`src/rtl/blink_pkg.sv`:
```
// ============================================================================
// blink_pkg : shared state encoding and timer sizing for blink_driver
// Revision  : 1.0
// ============================================================================
`default_nettype none

package blink_pkg;

  localparam logic [1:0] ST_IDLE = 2'd0;
  localparam logic [1:0] ST_ON   = 2'd1;
  localparam logic [1:0] ST_OFF  = 2'd2;

  // Wide enough to hold max(on_t, off_t) - 1 as a load value.
  function automatic int timer_width(input int on_t, input int off_t);
    int m;
    m = (on_t > off_t) ? on_t : off_t;
    return $clog2(m + 1);
  endfunction

endpackage

`default_nettype wire

```
`src/rtl/blink_driver_cycle_timer.sv`:
```
// ============================================================================
// cycle_timer : loadable down-counter with zero flag, holds at zero
// Revision    : 1.0
// ============================================================================
`default_nettype none

module cycle_timer #(
  parameter int WIDTH = 4
) (
  input  logic             clk,
  input  logic             rst,
  input  logic             load_i,
  input  logic [WIDTH-1:0] load_val_i,
  output logic             zero_o
);

  logic [WIDTH-1:0] count_q;

  always_ff @(posedge clk) begin
    if (rst) begin
      count_q <= '0;
    end else if (load_i) begin
      count_q <= load_val_i;
    end else if (count_q != '0) begin
      count_q <= count_q - WIDTH'(1);
    end
  end

  assign zero_o = (count_q == '0);

endmodule

`default_nettype wire

```
`src/rtl/blink_driver.sv`:
```
// ============================================================================
// blink_driver : turns a trigger pulse into N timed blinks with busy/done
// Revision     : 1.0
// ============================================================================
`default_nettype none

module blink_driver
  import blink_pkg::*;
#(
  parameter int ON_TIME  = 5000,
  parameter int OFF_TIME = 5000,
  parameter int CNT_W    = 4
) (
  input  logic             clk,
  input  logic             rst,
  input  logic             trig,
  input  logic [CNT_W-1:0] num,
  output logic             led,
  output logic             busy,
  output logic             done
);

  localparam int            TW       = timer_width(ON_TIME, OFF_TIME);
  localparam logic [TW-1:0] ON_LOAD  = TW'(ON_TIME - 1);
  localparam logic [TW-1:0] OFF_LOAD = TW'(OFF_TIME - 1);

  logic [1:0]       state_q, state_d;
  logic [CNT_W-1:0] remaining_q, remaining_d;
  logic             led_q, busy_q, done_q, done_d;
  logic             tmr_load;
  logic [TW-1:0]    tmr_val;
  logic             tmr_zero;

  cycle_timer #(
    .WIDTH (TW)
  ) u_timer (
    .clk        (clk),
    .rst        (rst),
    .load_i     (tmr_load),
    .load_val_i (tmr_val),
    .zero_o     (tmr_zero)
  );

  always_comb begin
    state_d     = state_q;
    remaining_d = remaining_q;
    done_d      = 1'b0;
    tmr_load    = 1'b0;
    tmr_val     = ON_LOAD;
    case (state_q)
      ST_IDLE: begin
        if (trig && (num != '0)) begin
          state_d     = ST_ON;
          remaining_d = num;
          tmr_load    = 1'b1;
          tmr_val     = ON_LOAD;
        end
      end
      ST_ON: begin
        if (tmr_zero) begin
          // Last blink ends straight into IDLE with no trailing OFF gap.
          if (remaining_q == CNT_W'(1)) begin
            state_d     = ST_IDLE;
            remaining_d = '0;
            done_d      = 1'b1;
          end else begin
            state_d     = ST_OFF;
            remaining_d = remaining_q - CNT_W'(1);
            tmr_load    = 1'b1;
            tmr_val     = OFF_LOAD;
          end
        end
      end
      ST_OFF: begin
        if (tmr_zero) begin
          state_d  = ST_ON;
          tmr_load = 1'b1;
          tmr_val  = ON_LOAD;
        end
      end
      default: begin
        state_d     = ST_IDLE;
        remaining_d = '0;
      end
    endcase
  end

  always_ff @(posedge clk) begin
    if (rst) begin
      state_q     <= ST_IDLE;
      remaining_q <= '0;
      led_q       <= 1'b0;
      busy_q      <= 1'b0;
      done_q      <= 1'b0;
    end else begin
      state_q     <= state_d;
      remaining_q <= remaining_d;
      led_q       <= (state_d == ST_ON);
      busy_q      <= (state_d != ST_IDLE);
      done_q      <= done_d;
    end
  end

  assign led  = led_q;
  assign busy = busy_q;
  assign done = done_q;

endmodule

`default_nettype wire
```
`config.mk`:
```
export PLATFORM = sky130hd
export DESIGN_NAME = blink_driver
export DESIGN_NICKNAME = d
export VERILOG_FILES = /design/src/rtl/blink_pkg.sv /design/src/rtl/blink_driver_cycle_timer.sv /design/src/rtl/blink_driver.sv
export SDC_FILE = /design/constraint.sdc
export NUM_CORES = 1
export LEC_CHECK = 0
export CORE_MARGIN = 10
export CORE_UTILIZATION = 57
export DETAILED_ROUTE_END_ITERATION = 10
export PLACE_DENSITY_LB_ADDON = 0.2
export SYNTH_ARGS = -nofsm -noshare
export SYNTH_HDL_FRONTEND = slang
export SYNTH_HIERARCHICAL = 1
export SYNTH_SLANG_ARGS = --single-unit
```
`constraint.sdc`:
```
create_clock -name clk -period 3.7 [get_ports clk]
set_input_delay 0.555 -clock clk [delete_from_list [all_inputs] [get_ports clk]]
set_output_delay 0.555 -clock clk [all_outputs]
set_load 0.05 [all_outputs]
```
==> run summary <==
## Power and ir drop
• **net switching share of the total power** 0.3768
• **sequential group share of total power** 0.366
• **worst-case vdd ir drop** 0.3700 mV
• **static power due to leakage** 0.5829 nW
• **Sw Pwr** 0.3675 mW
• **power per cell area** 648.5 nW/µm²
• **share of power burned in the clock network** 0.189
• **share of total power in combinational logic** 0.445
• **Cell Int Power** 0.6079 mW

## Timing
• **maximum achievable frequency** 339.5 MHz
• **portion of the clock cycle consumed by the worst path in the final layout** 0.7961
• **Least-Margin Pin Slew** 0.6831 ns
• **hold violation total from the final report** 0
• **worst clock skew** 0.003699 ns
• **tightest slew margin relative to the limit** 0.5446
• **unrepaired setup endpoints after global routing** false
• **number of max-slew violations in the final report** 0
• **Setup TNS** 0 ns
• **final worst path period need** 2.946 ns
• **final-report setup violation count** 0

## Placed design
• **last weighted congestion value of the routability-driven placer** 0.8826
• **cell total after placement** 194
• **count of input and output buffers** 9
• **detailed-placement wirelength estimate** 2001 µm

## Global route
• **vias in the first global route** 1122
• **antenna violations before repair** 0
• **sum of overflow across all layers after global routing** 0
• **largest net degree at the start of global routing** 16
• **all-layer global routing usage** 0.1377
• **wire length of the first global-routing pass** 5030 µm

## Finish
• **commonest non-fill, non-tap cells in the layout** sky130_fd_sc_hd__dfxtp_1 (22), sky130_fd_sc_hd__nand2_1 (13), sky130_fd_sc_hd__conb_1 (13)
• **commonest non-fill, non-tap cell in the layout** sky130_fd_sc_hd__dfxtp_1
• **fraction of layout instances using a drive strength above 1** 0.1235
• **number of diodes** 0
• **synthesis-to-finish area growth** 16.81%
• **net count reported at finish** 182
• **final standard cell count with taps included and fillers excluded** 198

## Routing
• **number of remaining DRC errors** 0
• **total number of vias** 1131
• **vias per cell** 5.712
• **number of routed nets with antenna violations** 0
• **number of DRC markers in iteration 0** 42
• **detailed-routing iteration count for the pre-antenna-repair pass** 4
• **routed wirelength normalized by instance count** 13.92 µm
• **wire length after detailed routing** 2756 µm

## CTS
• **count of instances resized after the clock tree is built** 0
• **Max H-tree Level** 1
• **Post CTS Setup Buffer Count** 0
• **Max clock buf depth** 2
• **later-pin clock latency in the skew report** 0.31 ns
• **total CTS buffers** 3
• **Clk Tree Root Cell** sky130_fd_sc_hd__clkbuf_4
• **CTS tree** built
• **clock-pin slew on the worst setup and hold paths** 0.13 ns
• **CTS sink count** 22
• **hold-fix buffer count after cts** 0

## Logic synthesis
• **count of flip-flops with a built-in enable after synthesis** 0
• **post-synthesis cell count** 150
• **count of state elements after synthesis** 22
• **share of flip-flops with an asynchronous set or reset** 0
• **post-synthesis sequential area ratio** 0.3421
• **count of distinct cell types in the synthesized netlist** 47
• **cell area after synthesis** 1287 µm²
• **syn_area_per_cell** 8.583 µm²
• **top_reg_cell synth** sky130_fd_sc_hd__dfxtp_1
• **Yosys Warn Count** 6

## Die
• **area enclosed by the die boundary** 4560 µm²
• **die boundary width** 67.53 µm
• **die height** 67.53 µm
• **CORE AREA** 2191 µm²
• **placement row count** 17
• **initial core utilization** 0.5877
• **top-level port count** 10

## Critical path
• **crit-path max FO** 11
• **Critical Path Start Type** flop
• **data required time at the worst endpoint** 3.91 ns
• **type of destination of the critical path** flop
• **kind of critical path** reg2reg
• **signal arrival time at the worst endpoint** 3.15 ns

## Hold path
• **path type of the worst min-delay path** reg2reg

## Status
• **run status** completed

## Flow run
• **max-capacitance violation count** 0

-- registers in the layout (all words and copies together), names as in the netlist --
name	flops
done	1
led	1
busy	1
u_timer/count_q	13
state_q	2
remaining_q	4
-- synthesized netlist by cell type, drive strengths merged, types with 5 or more instances --
| master | instances | share of area |
|---|---|---|
| inv | 8 | 0.023 |
| nand2 | 13 | 0.038 |
| or4 | 5 | 0.032 |
| a21oi | 8 | 0.031 |
| o21ai | 5 | 0.019 |
| nor2 | 9 | 0.026 |
| dfxtp | 22 | 0.34 |
| nor4 | 5 | 0.029 |
| xnor2 | 5 | 0.034 |
| or3 | 5 | 0.024 |
-- kinds of logic after synthesis --
group,synth area share
and+or+nand+nor,0.2527
other,0.005833
DFF,0.3421
adders and majority gates,0.03887
buffers and inverters,0.04859
AOI/OAI and AO/OA,0.2391
xor gates and xnor gates,0.04082
muxes,0.03207
-- path summary, 6_finish.rpt --
check	slack (ns)	to	cells after the start	start
setup reg to reg	0.75	u_timer/count_q[11]$_SDFFE_PP0P_	9	u_timer/count_q[0]$_SDFFE_PP0P_
hold reg to reg	0.55	remaining_q[1]$_SDFFE_PP0P_	2	remaining_q[1]$_SDFFE_PP0P_
hold / removal	0.55	remaining_q[1]$_SDFFE_PP0P_	2	remaining_q[1]$_SDFFE_PP0P_
setup / recovery	0.75	u_timer/count_q[11]$_SDFFE_PP0P_	9	u_timer/count_q[0]$_SDFFE_PP0P_
-- layout make-up --
class | count | area, µm²
multi-input cells | 124 | 833.3
fillers | 174 | 686.9
flip-flops and latches | 22 | 440.4
repair buffers | 12 | 112.6
well taps | 28 | 35.03
clock inverters | 1 | 30.03
inverters | 8 | 30.03
clock buffers | 3 | 22.52
-- worst max-delay path: stages (launching register included) --
cell and delay, ns:
sky130_fd_sc_hd__dfxtp_1 0.35, sky130_fd_sc_hd__inv_1 0.11, sky130_fd_sc_hd__ha_1 0.18, sky130_fd_sc_hd__or4b_2 0.65, sky130_fd_sc_hd__nor4_2 0.21, sky130_fd_sc_hd__nand2_1 0.18, sky130_fd_sc_hd__o32ai_2 0.62, sky130_fd_sc_hd__buf_4 0.28
sky130_fd_sc_hd__or2_2 0.16, sky130_fd_sc_hd__o32ai_1 0.09
-- power by group through the flow --
| stage | logic [mW] | clock network, mW | registers [mW] |
|---|---|---|---|
| final | 0.434 | 0.184 | 0.357 |
| after floorplan | 0.332 | 0 | 0.351 |
| after global routing | 0.478 | 0.199 | 0.368 |
| after detailed placement | 0.418 | 0 | 0.358 |
| after global placement | 0.410 | 0 | 0.355 |
| after CTS | 0.429 | 0.187 | 0.355 |
-- metal layers --
metal	global-route usage	wire (µm)	vias up	share of wire
li1	-	-	578	-
met1	0.1781	1325	524	0.48
met2	0.2148	1273	23	0.46
met3	0.02149	112	6	0.041
met4	0.07179	46	0	0.017
met5	0	0	-	0
-- metrics by stage --
step                      hold WS [ns]    util  setup WS (ns)  area (µm²)  power (mW)
after global placement          0.5086  0.6625         0.8444        1451      0.7651
after detailed placement        0.5352  0.6625         0.7848        1451      0.7766
after CTS                       0.5559  0.6865         0.7659        1504      0.9715
after global routing            0.5869  0.6865         0.5678        1504       1.045
final                           0.5541  0.6865         0.7544        1504      0.9754
after floorplan                 0.4832       -         0.9312        1329      0.6833
(Power assumes the default switching activity.)
